--- config.mk ---
export PLATFORM = sky130hd
export DESIGN_NAME = apb_slave_regfile
export DESIGN_NICKNAME = d
export VERILOG_FILES = /design/src/rtl/apb_slave_regfile.sv
export SDC_FILE = /design/constraint.sdc
export NUM_CORES = 1
export LEC_CHECK = 0
export CORE_ASPECT_RATIO = 1.5
export CORE_MARGIN = 5
export CORE_UTILIZATION = 45
export CTS_CLUSTER_SIZE = 20
export DETAILED_ROUTE_END_ITERATION = 10
export PLACE_DENSITY = 0.63
export SKIP_CTS_REPAIR_TIMING = 1
export SLEW_MARGIN = 25
export SYNTH_ARGS = -nofsm -noshare
export SYNTH_HDL_FRONTEND = slang
export SYNTH_SLANG_ARGS = --single-unit
--- constraint.sdc ---
create_clock -name clk -period 13.6 [get_ports clk]
set_input_delay 4.08 -clock clk [delete_from_list [all_inputs] [get_ports clk]]
set_output_delay 4.08 -clock clk [all_outputs]
set_load 0.005 [all_outputs]
--- src/rtl/apb_slave_regfile.sv ---
// APB completer fronting a DEPTH x 8-bit register file. Each access takes
// WAIT_CYCLES extra access-phase cycles and then one registered pready pulse.
module apb_slave_regfile #(
  parameter int DEPTH       = 16,
  parameter int WAIT_CYCLES = 2
) (
  input  logic       clk,
  input  logic       prst,
  input  logic       psel,
  input  logic       penable,
  input  logic       pwrite,
  input  logic [7:0] paddr,
  input  logic [7:0] pwdata,
  output logic [7:0] prdata,
  output logic       pready,
  output logic       pslverr
);

  localparam int         DATA_W   = 8;
  localparam int         ADDR_W   = 8;
  localparam int         IDX_W    = (DEPTH > 1) ? $clog2(DEPTH) : 1;
  localparam logic [3:0] CNT_LOAD = 4'(WAIT_CYCLES);

  // Code 2'd3 is unused and handled by the default branch as IDLE.
  typedef enum logic [1:0] {
    ST_IDLE = 2'd0,
    ST_WAIT = 2'd1,
    ST_RESP = 2'd2
  } state_e;

  state_e              state_q, state_d;
  logic [3:0]          cnt_q, cnt_d;
  logic [ADDR_W-1:0]   addr_q, addr_d;
  logic [DATA_W-1:0]   wdata_q, wdata_d;
  logic                write_q, write_d;
  logic                pready_q, pready_d;
  logic                pslverr_q, pslverr_d;
  logic [DATA_W-1:0]   prdata_q, prdata_d;
  logic [DATA_W-1:0]   mem_q [DEPTH];
  logic [DATA_W-1:0]   mem_d [DEPTH];
  logic [IDX_W-1:0]    idx;

  // Unsigned 8-bit range check; the extra bit lets DEPTH=256 compare correctly.
  function automatic logic addr_ok(input logic [ADDR_W-1:0] a);
    return ({1'b0, a} < 9'(DEPTH));
  endfunction

  assign idx = addr_q[IDX_W-1:0];

  always_comb begin
    state_d   = state_q;
    cnt_d     = cnt_q;
    addr_d    = addr_q;
    wdata_d   = wdata_q;
    write_d   = write_q;
    pready_d  = 1'b0;
    pslverr_d = 1'b0;
    prdata_d  = '0;
    mem_d     = mem_q;
    case (state_q)
      ST_WAIT: begin
        if (!psel) begin
          state_d = ST_IDLE;
        end else if (penable) begin
          if (cnt_q != 4'd0) begin
            cnt_d = cnt_q - 4'd1;
          end else begin
            state_d  = ST_RESP;
            pready_d = 1'b1;
            if (!addr_ok(addr_q)) begin
              pslverr_d = 1'b1;
            end else if (write_q) begin
              mem_d[idx] = wdata_q;
            end else begin
              prdata_d = mem_q[idx];
            end
          end
        end
      end
      ST_RESP: begin
        state_d = ST_IDLE;
      end
      default: begin
        // Only a true setup phase starts a transfer; psel with penable is ignored.
        if (psel && !penable) begin
          addr_d  = paddr;
          wdata_d = pwdata;
          write_d = pwrite;
          cnt_d   = CNT_LOAD;
          state_d = ST_WAIT;
        end
      end
    endcase
  end

  always_ff @(posedge clk or posedge prst) begin
    if (prst) begin
      state_q   <= ST_IDLE;
      cnt_q     <= 4'd0;
      write_q   <= 1'b0;
      pready_q  <= 1'b0;
      pslverr_q <= 1'b0;
      prdata_q  <= '0;
      for (int i = 0; i < DEPTH; i++) begin
        mem_q[i] <= '0;
      end
    end else begin
      state_q   <= state_d;
      cnt_q     <= cnt_d;
      write_q   <= write_d;
      pready_q  <= pready_d;
      pslverr_q <= pslverr_d;
      prdata_q  <= prdata_d;
      mem_q     <= mem_d;
    end
  end

  // Setup-phase address/data latch is only consumed after a fresh setup.
  always_ff @(posedge clk) begin
    addr_q  <= addr_d;
    wdata_q <= wdata_d;
  end

  assign pready  = pready_q;
  assign pslverr = pslverr_q;
  assign prdata  = prdata_q;

endmodule

==> metrics, run 1 <==
WL final=14900 µm; crit path max-delay cell type=clkdlybuf4s50_1; Placed Cells=658; status=completed; most frequent cell after synthesis=dfrtp_1; leakage power=3.92 nW; CP Launch Type=input port; antenna viol nets, final=0; via count=3876; vias in the first global route=4262; slowest cell delay on critical path=0.62 ns; Max-Slew Margin vs Limit=36.5%; top cell type's share of synthesized area=49.4%; die height=166 µm; kind of critical path=in -> reg; Total Power=1.09 mW; CTS Buf Count=17; initial antenna violation count=0; post-synthesis sequential area ratio=56.0%; final hold violation count=0; IO Pins=31; Area after DPL=7760 µm²; Slew @ Worst Pin=0.947 ns; final setup fails=0; met1 usage=21.6%; mapped cell area=7340 µm²; FF-to-FF End=mem_q[112]$_DFFE_PP0P_; Core Area=16100 µm²; die area=19000 µm²; routed vias/inst=5.63; grt peak-use layer=met2; pin count of the biggest net entering global routing=79; first-pass GRT wire length=24400 µm; final-report max-slew violation count=0; fillers=1376; crit path cell chain=clkdlybuf4s50_1 > nand2_1 > nor4_2 > nand3_2 > mux2_2; mean post-synth cell area=16.5 µm²; asr flop ratio synth=90.1%; Worst EP arrival=6.20 ns; synth cell count leaders=dfrtp_1, mux2_2, mux2_4, mux4_2; Worst Setup EP=mem_q[49]$_DFFE_PP0P_; count of different cell masters after synthesis=42; Worst Slack Setup Final=7.70 ns; n_diodes=0; row count=57; cell count after synthesis=444; dominant cell type by area after synthesis=dfrtp_1; Worst EP required=13.90 ns; gpl congestion=0.756; CTS tree=yes; syn_nets=469; fraction of layout cells with a size suffix above 1=44.3%; number of H-tree levels=4; DP HPWL=9420 µm; M2 GR Usage=28.2%; Total Routing Usage GR=17.0%; Fmax achieved=169 MHz; Clk pin slew, worst setup/hold paths=0.06 ns; root buffer cell=clkbuf_16; Max-Cap Viols=0; CP max FO=8; Crit path max-delay family=simple AND/OR/NAND/NOR gates; Worst Hold Class=reg -> reg; Post-Layout Cell Count=689; Final Core Density=51.8%; Reg-to-Reg Start=state_q[1]$_DFFE_PP0P_; RSZ-0062 raised after global routing=no; crit path capture type=flip-flop; post-synthesis register bit count=161; Port Buffers=30; P&R area growth vs syn=13.9%; number of synthesized flops with an enable pin=16; r2r setup slk=10.73 ns; Synth Flop Type=dfrtp_1; Starting Density=45.5%; met3 usage=3.61%; final instance area=8360 µm²; Reg2Reg Depth=6; CP startpoint=penable; Die Span X=114 µm; pwr dens=130 nW/µm²; clock sink count=161; first-pass iteration count of the detailed router=4; Clk Latency, worst-skew pair=0.42 ns; 1st-iter DRT viols=161; Yosys warnings=0; maximum VDD drop=0.0836 mV; wire length per cell=21.7 µm; DRC viols=0; Sum Neg Setup Slack=0 ns; Final period util=43.4%; WP depth=5; Setup Skew=0.00714 ns; Layout Nets=496; worst path buffer plus inverter count=1; Clock Tree Buf Depth=2; Fin Hold WS=0.501 ns; worst slack, placed=6.93 ns; top cells by area, synth=dfrtp_1, mux2_2, mux4_2, edfxtp_1, mux2_4; Final min period=5.90 ns; Congestion Overflow GR=0
[sequential cells by signal (all words and copies together), names as in the netlist]
signal / cells
addr_q: 8
cnt_q: 4
mem_q: 128
prdata: 8
pready: 1
pslverr: 1
state_q: 2
wdata_q: 8
write_q: 1
[worst min-delay path by stage]
stage	from	to	slack [ns]	cells past startpoint
floorplan	mem_q[32]$_DFFE_PP0P_	mem_q[32]$_DFFE_PP0P_	0.47	1
global placement	mem_q[1]$_DFFE_PP0P_	mem_q[1]$_DFFE_PP0P_	0.48	1
detailed placement	mem_q[51]$_DFFE_PP0P_	mem_q[51]$_DFFE_PP0P_	0.49	1
CTS	mem_q[51]$_DFFE_PP0P_	mem_q[51]$_DFFE_PP0P_	0.50	1
global route	mem_q[18]$_DFFE_PP0P_	mem_q[18]$_DFFE_PP0P_	0.52	1
finish	mem_q[8]$_DFFE_PP0P_	mem_q[8]$_DFFE_PP0P_	0.50	1
[power breakdown]
| group | internal (mW) | leakage, nW | switching [mW] |
|---|---|---|---|
| Clock | 0.293 | 0.290 | 0.179 |
| Sequential | 0.502 | 2.16 | 0.0226 |
| Combinational | 0.0382 | 1.47 | 0.0537 |
[placed cells by master, fill, tap and decap left out, drive strengths merged]
cell type      Yosys  layout
o211ai             1       1
bufinv             0       2
and4bb             1       1
and2               1       1
nor4b              1       1
or4                5       5
nor3               5       5
a31oi              1       1
nand4b             1       1
edfxtp            16      16
nand3              8       8
buf               21       4
xor2               1       1
nor2               3       3
mux2i             16      16
mux4              32      32
nand2             14      14
o31ai              1       1
o22ai              8       8
and2b              2       2
inv                7       7
mux2             130     130
clkdlybuf4s50      0      30
clkbuf             4      26
clkinv             0       3
o21ai              2       2
nand4bb            1       1
nor4               4       4
nand2b             4       4
o221ai             1       1
dfrtp            145     145
nor2b              1       1
ha                 4       4
nand4              2       2
[worst reg2reg max path: cells and delay by family, from the launching register on]
kind	cells	cell delay [ns]
simple gates	3	1.42
fa+ha+maj	1	0.46
mux	1	0.42
flops	1	0.39
buf+inv	1	0.08
[final cells by class]
| cell class | count | area (µm²) | share of cell area, % |
|---|---|---|---|
| sequential | 161 | 4110 | 49.2 |
| timing repair buffer | 34 | 334 | 4.00 |
| inverter | 7 | 31.3 | 0.374 |
| tap | 206 | 258 | 3.08 |
| clock inverter | 5 | 75.1 | 0.898 |
| multi-input combinational | 250 | 3040 | 36.4 |
| clock buffer | 26 | 509 | 6.09 |
[routing by layer]
layer	wire (µm)	part of all wire, %	vias up
li1	-	-	1722
met2	7890	53	73
met4	369	2.5	0
met5	0	0	-
met3	438	2.9	29
met1	6250	42	2052
[cells by family after synthesis]
group	after synthesis	share of synthesized area, %
AO/OA/AOI/OAI	14	1.23
XOR/XNOR	1	0.119
adder cells (fa/ha/maj)	4	0.682
buffers and inverters	33	2.76
flip-flops	161	56.0
multiplexers	178	33.6
AND/OR/NAND/NOR	53	5.63
No activity file was read; power rests on OpenSTA's default activity.
==> run 2, diff against run 1 <==
==> constraint.sdc (replaced) <==
create_clock -name clk -period 6 [get_ports clk]
set_input_delay 1.8 -clock clk [delete_from_list [all_inputs] [get_ports clk]]
set_output_delay 1.8 -clock clk [all_outputs]
set_load 0.005 [all_outputs]
==> run 2 against run 1 <==
Compared with the run above:
- power is 120% higher
- non-clock buffer count grew 1
- global-route usage down 0.20 points
- register-to-register slack worse by 7.6 ns
- combinational power grew 120%
- core utilization down 0.13 points
- via count rose by 0.95%
- clock-buffer cell count shrank 5
- critical endpoint is now mem_q[51]$_DFFE_PP0P_
==> metrics, run 2 (synthesis results as in run 1) <==
status=completed; CTS tree=yes; Reg with most FFs=mem_q; Post-Layout Cell Count=691; IO Pins=31; slowest cell delay on critical path=0.83 ns; Total Routing Usage GR=16.7%; die area=19000 µm²; Fmax achieved=254 MHz; first-pass iteration count of the detailed router=4; row count=57; Sum Neg Setup Slack=0 ns; crit path max-delay cell type=nor4_1; Max-Slew Margin vs Limit=32.9%; worst slack, placed=1.62 ns; max FFs per register=128; Max-Cap Viols=0; WL final=14900 µm; pin count of the biggest net entering global routing=89; Final min period=3.94 ns; antenna viol nets, final=0; maximum VDD drop=0.182 mV; Layout Nets=497; gpl congestion=0.729; wire length per cell=21.5 µm; root buffer cell=clkbuf_16; Worst EP required=6.29 ns; RSZ-0062 raised after global routing=no; leakage power=3.89 nW; Congestion Overflow GR=0; Crit path max-delay family=simple AND/OR/NAND/NOR gates; Final period util=65.6%; Worst Hold Class=reg -> reg; Core Area=16100 µm²; final-report max-slew violation count=0; fraction of layout cells with a size suffix above 1=44.1%; number of H-tree levels=4; Clk pin slew, worst setup/hold paths=0.06 ns; Clk Latency, worst-skew pair=0.41 ns; routed vias/inst=5.66; pwr dens=291 nW/µm²; first-pass GRT wire length=24100 µm; Setup Skew=0.00885 ns; Final Core Density=51.7%; crit path cell chain=clkdlybuf4s50_1 > nand2_1 > nor4_1 > nand3_2 > mux2_2; DRC viols=0; Clock Tree Buf Depth=2; clock sink count=161; CP max FO=8; Port Buffers=30; Placed Cells=659; CTS Buf Count=17; Slew @ Worst Pin=1.00 ns; initial antenna violation count=0; crit path capture type=flip-flop; final setup fails=0; commonest non-fill, non-tap cell in the layout=dfrtp_1; vias in the first global route=4290; kind of critical path=in -> reg; Die Span X=114 µm; die height=166 µm; Starting Density=45.5%; P&R area growth vs syn=13.6%; Worst Slack Setup Final=2.06 ns; via count=3913; 1st-iter DRT viols=181; n_diodes=0; most frequent cells in the layout=dfrtp_1, mux2_2, mux4_2, mux2_4, clkdlybuf4s50_1; Worst EP arrival=4.23 ns; CP Launch Type=input port; final hold violation count=0; DP HPWL=9490 µm; worst path buffer plus inverter count=1
==> run 2: cell count changes in the layout (fill, tap and decap cells not counted), moves of 2 or more <==
cell and delta:
clkinv_1 +2, clkinvlp_4 +5, buf_4 +2, clkbuf_8 -4
==> run 2: area by class of cell <==
class | instances | area, µm²
clock buffers | 21 | 450
clock inverters | 11 | 115
fillers | 1357 | 7780
inverters | 7 | 31.3
multi-input cells | 250 | 3030
flip-flops and latches | 161 | 4110
well taps | 206 | 258
repair buffers | 35 | 338
==> run 2: power breakdown <==
group	switching, mW	total, mW	internal, mW
clock network	0.417	1.04	0.619
registers	0.0495	1.19	1.14
logic	0.119	0.206	0.0866
total	0.585	2.43	1.84
==> run 2: final timing paths <==
| path | start | endpoint | slack, ns | cells after the start |
|---|---|---|---|---|
| max in group asynchronous | prst | mem_q[113]$_DFFE_PP0P_ | 3.12 | 3 |
| worst min register to register | mem_q[23]$_DFFE_PP0P_ | mem_q[23]$_DFFE_PP0P_ | 0.50 | 1 |
| worst max-delay path | penable | mem_q[51]$_DFFE_PP0P_ | 2.06 | 5 |
| worst min-delay path | mem_q[23]$_DFFE_PP0P_ | mem_q[23]$_DFFE_PP0P_ | 0.50 | 1 |
| worst max register to register | state_q[1]$_DFFE_PP0P_ | mem_q[51]$_DFFE_PP0P_ | 3.11 | 6 |
| min in group asynchronous | prst | mem_q[22]$_DFFE_PP0P_ | 1.92 | 2 |
==> run 2: metrics by stage <==
stage | total power, mW | hold WS (ns) | area, µm²
2_1_floorplan | 1.36 | 0.474 | 7340
3_3_place_gp | 1.41 | 0.482 | 7760
3_5_place_dp | 1.42 | 0.488 | 7770
4_1_cts | 2.46 | 0.502 | 8330
5_1_grt | 2.53 | 0.509 | 8330
6_report | 2.43 | 0.500 | 8330
==> run 2: per-layer routing <==
metal  GRT usage [%]  up-vias  part of all wire, %
li1                -     1730                    -
met3            4.34       26                  4.4
met5               0        -                    0
met4            6.46        0                  2.5
met1            21.0     2070                   41
met2            27.6       87                   52
==> run 3, diff against run 2 <==
--- a/config.mk
+++ b/config.mk
@@ -10,7 +10,7 @@
 export CORE_UTILIZATION = 45
 export CTS_CLUSTER_SIZE = 20
 export DETAILED_ROUTE_END_ITERATION = 10
-export PLACE_DENSITY = 0.63
+export PLACE_DENSITY = 0.65
 export SKIP_CTS_REPAIR_TIMING = 1
 export SLEW_MARGIN = 25
 export SYNTH_ARGS = -nofsm -noshare
==> constraint.sdc (replaced) <==
create_clock -name clk -period 3.45 [get_ports clk]
set_input_delay 1.035 -clock clk [delete_from_list [all_inputs] [get_ports clk]]
set_output_delay 1.035 -clock clk [all_outputs]
set_load 0.005 [all_outputs]
==> run 3 against run 2 <==
Compared with the run above:
- cell count grew 2.2%
- largest cell class unchanged
- clock-buffer cell count shrank 3
- critical path depth shrank 1
- clock skew grew 0.0042 ns
- sequential power grew 75%
- global-route usage grew 0.45 points
- register-to-register slack lost 2.2 ns
==> metrics, run 3 (synthesis results as in run 1) <==
Fmax achieved=357 MHz; vias in the first global route=4401; pwr dens=495 nW/µm²; final-report max-slew violation count=0; Worst Slack Setup Final=0.652 ns; fraction of layout cells with a size suffix above 1=46.0%; antenna viol nets, final=0; final setup fails=0; maximum VDD drop=0.314 mV; pin count of the biggest net entering global routing=40; Final period util=81.1%; Final Core Density=52.6%; root buffer cell=clkbuf_16; Max-Slew Margin vs Limit=51.5%; Congestion Overflow GR=0; Clock Tree Buf Depth=2; CP max FO=8; most frequent cells in the layout=dfrtp_1, mux2_2, mux4_2, mux2_4, clkdlybuf4s50_1; row count=57; Reg with most FFs=mem_q; met1 usage=21.8%; DRC viols=0; Starting Density=45.5%; P&R area growth vs syn=15.4%; routed vias/inst=5.57; clock sink count=161; leakage power=3.98 nW; Clk Latency, worst-skew pair=0.42 ns; die area=19000 µm²; kind of critical path=in -> reg; Worst Hold Class=reg -> reg; number of H-tree levels=4; first-pass GRT wire length=24800 µm; 1st-iter DRT viols=150; worst slack, placed=0.241 ns; Area after DPL=7920 µm²; grt peak-use layer=met2; commonest non-fill, non-tap cell in the layout=dfrtp_1; wire length per cell=21.6 µm; Worst EP required=3.75 ns; Final min period=2.80 ns; Die Span X=114 µm; M2 GR Usage=29.3%; CTS Buf Count=17; Layout Nets=512; max FFs per register=128; Total Power=4.20 mW; Sum Neg Setup Slack=0 ns; Clk pin slew, worst setup/hold paths=0.06 ns; RSZ-0062 raised after global routing=no; die height=166 µm; n_diodes=0; crit path capture type=flip-flop; crit path max-delay cell type=or4_1; Max-Cap Viols=0; Port Buffers=30; crit path cell chain=clkdlybuf4s50_1 > nand4_4 > or4_1 > mux2_4; Total Routing Usage GR=17.2%; via count=3929; Setup Skew=0.0131 ns; Worst EP arrival=3.09 ns; final hold violation count=0; initial antenna violation count=0; first-pass iteration count of the detailed router=4; Core Area=16100 µm²; gpl congestion=0.764; CTS tree=yes; status=completed; IO Pins=31; DP HPWL=10400 µm; CP Launch Type=input port; met3 usage=3.57%; Slew @ Worst Pin=0.726 ns; final instance area=8470 µm²; slowest cell delay on critical path=0.80 ns; WL final=15300 µm
==> run 3: cell count changes in the layout (fill, tap and decap cells not counted), sizes merged <==
cell      delta
buf         +15
bufinv       -1
clkbuf       -3
clkinv       +5
clkinvlp     -1
==> run 3: per-layer routing <==
metal,vias to the layer above,share of wire (%)
li1,1752,-
met1,2080,41
met2,78,54
met3,19,3.2
met4,0,1.6
met5,-,0
==> run 3: worst max-delay path, delay by kind of cell <==
kind                   cells  cell delay, ns
multiplexers               1            0.40
AND/OR/NAND/NOR            2            1.02
buffers and inverters      1            0.63
==> run 3: final timing paths <==
check	depth (start not counted)	from	end	slack, ns
max	4	penable	mem_q[125]$_DFFE_PP0P_	0.65
min	1	mem_q[40]$_DFFE_PP0P_	mem_q[40]$_DFFE_PP0P_	0.50
max reg2reg	7	state_q[1]$_DFFE_PP0P_	mem_q[125]$_DFFE_PP0P_	0.87
min reg2reg	1	mem_q[40]$_DFFE_PP0P_	mem_q[40]$_DFFE_PP0P_	0.50
max in group asynchronous	3	prst	mem_q[14]$_DFFE_PP0P_	1.76
min in group asynchronous	2	prst	mem_q[97]$_DFFE_PP0P_	1.10
==> run 3: cell type report <==
cell class / count / area [µm²]
inverter: 7 / 30.0
clock buffer: 18 / 429
sequential: 161 / 4110
fill: 1363 / 7650
clock inverter: 14 / 119
multi-input combinational: 250 / 3030
tap: 206 / 258
timing repair buffer: 50 / 500
==> run 3: report_power, final <==
part           internal [mW]  leakage [nW]  switching (mW)
clock network          0.989         0.261           0.752
logic                  0.173          1.56           0.206
registers               1.98          2.16          0.0972
==> run 3: per-stage QoR <==
stage                     std cells  hold WS, ns
final                           706        0.500
after global routing            706        0.509
after CTS                       706        0.503
after detailed placement        674        0.487
after global placement          674        0.482
after floorplan                 444        0.474
